==> src/rtl/regfile_pkg.sv <==
// Shared constants and helpers for the multi-port register file.
//   DEF_DATA_W / DEF_DEPTH / DEF_NREAD : default parameter values
//   NWRITE                             : number of write ports
//   clog2                              : ceiling log2 used to size addresses
package regfile_pkg;

  localparam int unsigned DEF_DATA_W = 32;
  localparam int unsigned DEF_DEPTH  = 32;
  localparam int unsigned DEF_NREAD  = 2;
  localparam int unsigned NWRITE     = 2;

  // Ceiling log2; clog2(1) = 0, clog2(32) = 5.
  function automatic int unsigned clog2(input int unsigned value);
    int unsigned res;
    int unsigned v;
    res = 0;
    v   = value - 1;
    while (v > 0) begin
      res = res + 1;
      v   = v >> 1;
    end
    return res;
  endfunction

endpackage : regfile_pkg

==> src/rtl/regfile_scoreboard.sv <==
// Busy-bit scoreboard: one bit per register marking an in-flight producer.
//   clk, rst   : clock, synchronous active-low reset
//   set_i      : mark set_addr_i busy (issue)
//   clr_i      : per write port, clear busy for that port's address
//   clr_addr_i : packed write addresses, port p at [p*AW +: AW]
//   busy_o     : registered busy vector
module regfile_scoreboard
  import regfile_pkg::*;
#(
  parameter int unsigned DEPTH = DEF_DEPTH,
  localparam int unsigned AW   = clog2(DEPTH)
) (
  input  logic                 clk,
  input  logic                 rst,
  input  logic                 set_i,
  input  logic [AW-1:0]        set_addr_i,
  input  logic [NWRITE-1:0]    clr_i,
  input  logic [NWRITE*AW-1:0] clr_addr_i,
  output logic [DEPTH-1:0]     busy_o
);

  logic [DEPTH-1:0] busy_q;
  logic [DEPTH-1:0] busy_d;

  // Clears first, then the set, so a new producer outranks a completing one.
  always_comb begin
    busy_d = busy_q;
    for (int p = 0; p < int'(NWRITE); p++) begin
      if (clr_i[p]) begin
        busy_d[clr_addr_i[p*AW +: AW]] = 1'b0;
      end
    end
    if (set_i) begin
      busy_d[set_addr_i] = 1'b1;
    end
  end

  always_ff @(posedge clk) begin
    if (!rst) begin
      busy_q <= '0;
    end else begin
      busy_q <= busy_d;
    end
  end

  assign busy_o = busy_q;

endmodule : regfile_scoreboard

==> src/rtl/regfile_mp.sv <==
// Parametrised register file: NREAD combinational read ports, two write
// ports (port 1 wins on collision), optional write-to-read bypass, optional
// hard-wired zero register and a busy scoreboard for hazard detection.
//   clk, rst  : clock, synchronous active-low reset
//   we        : write enable per write port
//   waddr     : write addresses, port p at [p*AW +: AW]
//   wdata     : write data, port p at [p*DATA_W +: DATA_W]
//   raddr     : read addresses, port r at [r*AW +: AW]
//   rdata     : read data, port r at [r*DATA_W +: DATA_W] (combinational)
//   issue     : mark issue_rd as having a pending producer
//   issue_rd  : destination register of the issuing instruction
//   rbusy     : busy bit per read port (combinational)
module regfile_mp
  import regfile_pkg::*;
#(
  parameter int unsigned DATA_W   = DEF_DATA_W,
  parameter int unsigned DEPTH    = DEF_DEPTH,
  parameter int unsigned NREAD    = DEF_NREAD,
  parameter bit          BYPASS   = 1'b1,
  parameter bit          ZERO_REG = 1'b1,
  localparam int unsigned AW      = clog2(DEPTH)
) (
  input  logic                     clk,
  input  logic                     rst,
  input  logic [NWRITE-1:0]        we,
  input  logic [NWRITE*AW-1:0]     waddr,
  input  logic [NWRITE*DATA_W-1:0] wdata,
  input  logic [NREAD*AW-1:0]      raddr,
  output logic [NREAD*DATA_W-1:0]  rdata,
  input  logic                     issue,
  input  logic [AW-1:0]            issue_rd,
  output logic [NREAD-1:0]         rbusy
);

  logic [DATA_W-1:0] mem_q [DEPTH];
  logic [AW-1:0]     wa    [NWRITE];
  logic [DATA_W-1:0] wd    [NWRITE];
  logic [NWRITE-1:0] we_eff;
  logic              issue_eff;
  logic [DEPTH-1:0]  busy;

  // Unpack write ports; writes to r0 are dropped when it is hard-wired.
  for (genvar p = 0; p < int'(NWRITE); p++) begin : g_wr
    assign wa[p]     = waddr[p*AW +: AW];
    assign wd[p]     = wdata[p*DATA_W +: DATA_W];
    assign we_eff[p] = we[p] && !(ZERO_REG && (wa[p] == '0));
  end

  assign issue_eff = issue && !(ZERO_REG && (issue_rd == '0));

  regfile_scoreboard #(
    .DEPTH (DEPTH)
  ) u_scoreboard (
    .clk        (clk),
    .rst        (rst),
    .set_i      (issue_eff),
    .set_addr_i (issue_rd),
    .clr_i      (we_eff),
    .clr_addr_i (waddr),
    .busy_o     (busy)
  );

  // Storage; port 1 is applied last so it wins an address collision.
  always_ff @(posedge clk) begin
    if (!rst) begin
      for (int i = 0; i < int'(DEPTH); i++) begin
        mem_q[i] <= '0;
      end
    end else begin
      for (int p = 0; p < int'(NWRITE); p++) begin
        if (we_eff[p]) begin
          mem_q[wa[p]] <= wd[p];
        end
      end
    end
  end

  // Read ports with bypass and same-cycle busy clear masking.
  for (genvar r = 0; r < int'(NREAD); r++) begin : g_rd
    logic [AW-1:0]     ra;
    logic [DATA_W-1:0] rd_c;
    logic              clr_hit_c;

    assign ra = raddr[r*AW +: AW];

    always_comb begin
      rd_c      = mem_q[ra];
      clr_hit_c = 1'b0;
      for (int p = 0; p < int'(NWRITE); p++) begin
        if (we_eff[p] && (wa[p] == ra)) begin
          clr_hit_c = 1'b1;
          if (BYPASS) begin
            rd_c = wd[p];
          end
        end
      end
      if ((ZERO_REG && (ra == '0)) || !rst) begin
        rd_c = '0;
      end
    end

    assign rdata[r*DATA_W +: DATA_W] = rd_c;
    // The issue side only affects the next-cycle busy state, keeping issue
    // off every combinational output path.
    assign rbusy[r] = rst && busy[ra] && !clr_hit_c;
  end

endmodule : regfile_mp
==> config.mk <==
export PLATFORM = sky130hd
export DESIGN_NAME = regfile_mp
export DESIGN_NICKNAME = d
export VERILOG_FILES = /design/src/rtl/regfile_pkg.sv /design/src/rtl/regfile_scoreboard.sv /design/src/rtl/regfile_mp.sv
export SDC_FILE = /design/constraint.sdc
export NUM_CORES = 2
export LEC_CHECK = 0
export BUFFER_PORTS_ARGS = -buffer_cell sky130_fd_sc_hd__buf_2
export CELL_PAD_IN_SITES_DETAIL_PLACEMENT = 1
export CELL_PAD_IN_SITES_GLOBAL_PLACEMENT = 2
export CORE_UTILIZATION = 49
export CTS_CLUSTER_SIZE = 20
export DETAILED_ROUTE_END_ITERATION = 6
export PLACE_DENSITY = 0.83
export SLEW_MARGIN = 30
export SYNTH_ARGS = -nofsm -noshare
export SYNTH_HDL_FRONTEND = slang
export SYNTH_HIERARCHICAL = 1
export SYNTH_SLANG_ARGS = --single-unit
==> constraint.sdc <==
create_clock -name clk -period 7.3 [get_ports clk]
set_input_delay 1.46 -clock clk [delete_from_list [all_inputs] [get_ports clk]]
set_output_delay 1.46 -clock clk [all_outputs]
set_load 0.01 [all_outputs]
==> flow_metrics.env <==
export IMPL_status="completed"
export IMPL_yosys_area_share_xor_xnor=0.002822
export IMPL_syn_area_mm2=0.06208
export IMPL_dp_cells=6016
export IMPL_hold_viol_final=0
export IMPL_power_leakage_uw=0.02308
export IMPL_initial_core_util=0.4944
export IMPL_layout_commonest_cell="a22o_1"
export IMPL_yosys_area_share_adder=0
export IMPL_crit_chain="buf_2 -> nand2_4 -> buf_12 -> o21ai_0 -> a211oi_1 -> nor3_1 -> o211ai_1 -> buf_2"
export IMPL_r2r_end="u_scoreboard/busy_o[27]"
export IMPL_start_kind="primary input"
export IMPL_routed_via_density=8.167
export IMPL_nets=4581
export IMPL_cp_common_cell="buf_2"
export IMPL_rows=130
export IMPL_synth_top_family_by_area="compound AO/OA/AOI/OAI gates"
export IMPL_avgSynthCellArea_um2=13.20
export IMPL_ys_flop_type="edfxtp_1"
export IMPL_ys_types=64
export IMPL_drive_gt1_frac=0.2725
export IMPL_wirelength_mm=283.6
export IMPL_internal_power_uw=11080
export IMPL_pwr_share_comb=0.143
export IMPL_final_cell_area_mm2=0.06825
export IMPL_tns_ns=0
export IMPL_hp_class="flop to flop"
export IMPL_worst_pin_slew_ns=1.194
export IMPL_dp_hpwl_mm=168.0
export IMPL_async_flop_share=0
export IMPL_ios=160
export IMPL_finalWorstSetupSlack_ns=1.073
export IMPL_crit_required_ns=5.84
export IMPL_crit_start="raddr[6]"
export IMPL_drtIter0Drc=8525
export IMPL_wire_per_inst_um=45.46
export IMPL_slew_violations=0
export IMPL_clkLatencyLatePin_ns=0.75
export IMPL_crit_slowest_cell="nor3_1"
export IMPL_synth_simple_area_share=0.03892
export IMPL_htree_levels=3
export IMPL_die_w_um=357.9
export IMPL_worst_path_buf_inv=3
export IMPL_p_switching_uw=4240
export IMPL_rsz0062_at_grt="no"
export IMPL_clock_path_buffers=3
export IMPL_postCtsHoldBufs=0
export IMPL_synth_warnings=6
export IMPL_cts_root_buffer="clkbuf_16"
export IMPL_die_area_mm2=0.1281
export IMPL_cts_resized_gates=0
export IMPL_path_delay_family="simple AND/OR/NAND/NOR gates"
export IMPL_fmaxAchievable_mhz=160.6
export IMPL_setup_viol=0
export IMPL_antenna_found_initial=11
export IMPL_layout_common_cells="a22o_1, edfxtp_1, mux2_2, mux4_2, o22ai_1"
export IMPL_vias=50953
export IMPL_first_global_vias=50631
export IMPL_cts_tree="yes"
export IMPL_end_kind="primary output"
export IMPL_synthMuxAreaShare=0.1894
export IMPL_clk_pin_slew_ns=0.06
export IMPL_cts_sinks=1056
export IMPL_peakVddDrop_mv=0.1935
export IMPL_grt_pass1_wl_mm=387.3
export IMPL_synth_seq_cells=1056
export IMPL_path_max_fanout=35
export IMPL_synthCells=4702
export IMPL_p_seq_frac=0.469
export IMPL_crit_end="rdata[59]"
export IMPL_fin_crit_ns=6.227
export IMPL_worst_r2r_setup_slack_ns=6.53
export IMPL_drc=0
export IMPL_path_class="primary input to primary output"
export IMPL_placed_cell_area_mm2=0.06451
export IMPL_firstDrtPassIters=6
export IMPL_track_usage=0.4348
export IMPL_drtAntennaViolNets=0
export IMPL_port_buffer_count=159
export IMPL_core_mm2=0.1256
export IMPL_fin_cells=6239
export IMPL_grt_max_degree=102
export IMPL_arrival_ns=4.77
export IMPL_globalRouteOverflowTotal=0
export IMPL_synth_compound_area_frac=0.2148
export IMPL_slew_headroom=0.1978
export IMPL_cts_buffers=117
export IMPL_synth_seq_area_share=0.5056
export IMPL_finalCritPeriodShare=0.8529
export IMPL_die_h_um=357.9
export IMPL_total_power_uw=15320
export IMPL_skew_ns=0
export IMPL_p_sw_frac=0.2768
export IMPL_r2r_cells=2
export IMPL_area_growth_synth_to_final_pct=9.940
export IMPL_fillCellCount=12112
export IMPL_cts_setup_buffers=0
export IMPL_r2r_start="u_scoreboard/busy_o[27]"
export IMPL_routabilityCongestion=0.9494
export IMPL_place_ws_ns=1.283
export IMPL_pwr_share_clk=0.388
export IMPL_cp_depth=8
export IMPL_synth_edff_count=1024
export IMPL_powerDensity_mw_per_mm2=224.5
export IMPL_maxCapViolCount=0
export IMPL_critPathMaxStageDelay_ns=0.93
tightest hold or removal path, cell delays in order (launching register included):
cell and delay, ns:
dfxtp_1 0.32, nand2_1 0.06, o22ai_1 0.06
flip-flops by register name (all words and copies together) (netlist names):
name and flops:
mem_q 1024, u_scoreboard/busy_o 32
logic make-up (layout without fill, tap and decap cells):
logic type / count (synthesis) / in the layout
xor+xnor: 20 / 20
simple gates: 449 / 449
buf+inv: 730 / 580
flops: 1056 / 1056
compound gates: 1648 / 1648
other cells: 1 / 38
mux: 798 / 798
synthesized netlist by cell type, types with 57 or more instances:
master / n / area (µm²)
o21ai_0: 67 / 335.3
a22o_1: 1028 / 9004
o22ai_1: 197 / 1232
nor2_1: 73 / 274.0
edfxtp_1: 1024 / 30750
a22oi_1: 124 / 930.9
buf_2: 161 / 805.8
buf_1: 88 / 330.3
nand2_1: 109 / 409.1
mux2i_1: 177 / 1772
o211ai_1: 57 / 427.9
mux2_2: 355 / 3998
mux4_2: 266 / 5991
clkbuf_1: 466 / 1749
power by group through the flow:
| stage | Sequential (µW) | Combinational (µW) | Clock (µW) |
|---|---|---|---|
| floorplan | 7230 | 1280 | 0 |
| global placement | 7260 | 2050 | 0 |
| detailed placement | 7300 | 2090 | 0 |
| CTS | 7180 | 2100 | 5900 |
| global route | 7220 | 2210 | 6120 |
| finish | 7190 | 2190 | 5940 |
final cells by class:
cell class | count | area, µm² | share of cell area
Antenna cell | 6 | 15.01 | 0.0002200
Clock buffer | 147 | 3124 | 0.04578
Clock inverter | 68 | 576.8 | 0.008451
Inverter | 5 | 18.77 | 0.0002750
Multi-Input combinational cell | 2947 | 28450 | 0.4169
Sequential cell | 1056 | 31390 | 0.4599
Tap cell | 1650 | 2064 | 0.03025
Timing Repair Buffer | 360 | 2609 | 0.03822
worst min-delay path by stage:
stage / from / endpoint / slack, ns / cells past startpoint
floorplan: u_scoreboard/busy_o[18] / u_scoreboard/busy_o[18] / 0.45 / 2
global placement: u_scoreboard/busy_o[2] / u_scoreboard/busy_o[2] / 0.47 / 2
detailed placement: u_scoreboard/busy_o[17] / u_scoreboard/busy_o[17] / 0.48 / 2
CTS: u_scoreboard/busy_o[18] / u_scoreboard/busy_o[18] / 0.49 / 2
global route: u_scoreboard/busy_o[16] / u_scoreboard/busy_o[16] / 0.51 / 2
finish: u_scoreboard/busy_o[21] / u_scoreboard/busy_o[21] / 0.49 / 2
metrics by stage:
| stage | hold slack (ns) | utilization |
|---|---|---|
| final | 0.4905 | 0.5435 |
| after global placement | 0.4688 | 0.5134 |
| after global routing | 0.5112 | 0.5434 |
| after detailed placement | 0.4815 | 0.5138 |
| after floorplan | 0.4545 | - |
| after CTS | 0.4922 | 0.5432 |
metal layers:
metal	vias up	GRT usage	part of all wire
met5	-	0	0.00038
met4	14	0.2809	0.075
met3	1203	0.1668	0.16
met2	4823	0.6241	0.42
met1	25883	0.5486	0.34
li1	19030	-	-
Note: power is estimated with default switching activity, not from simulation.
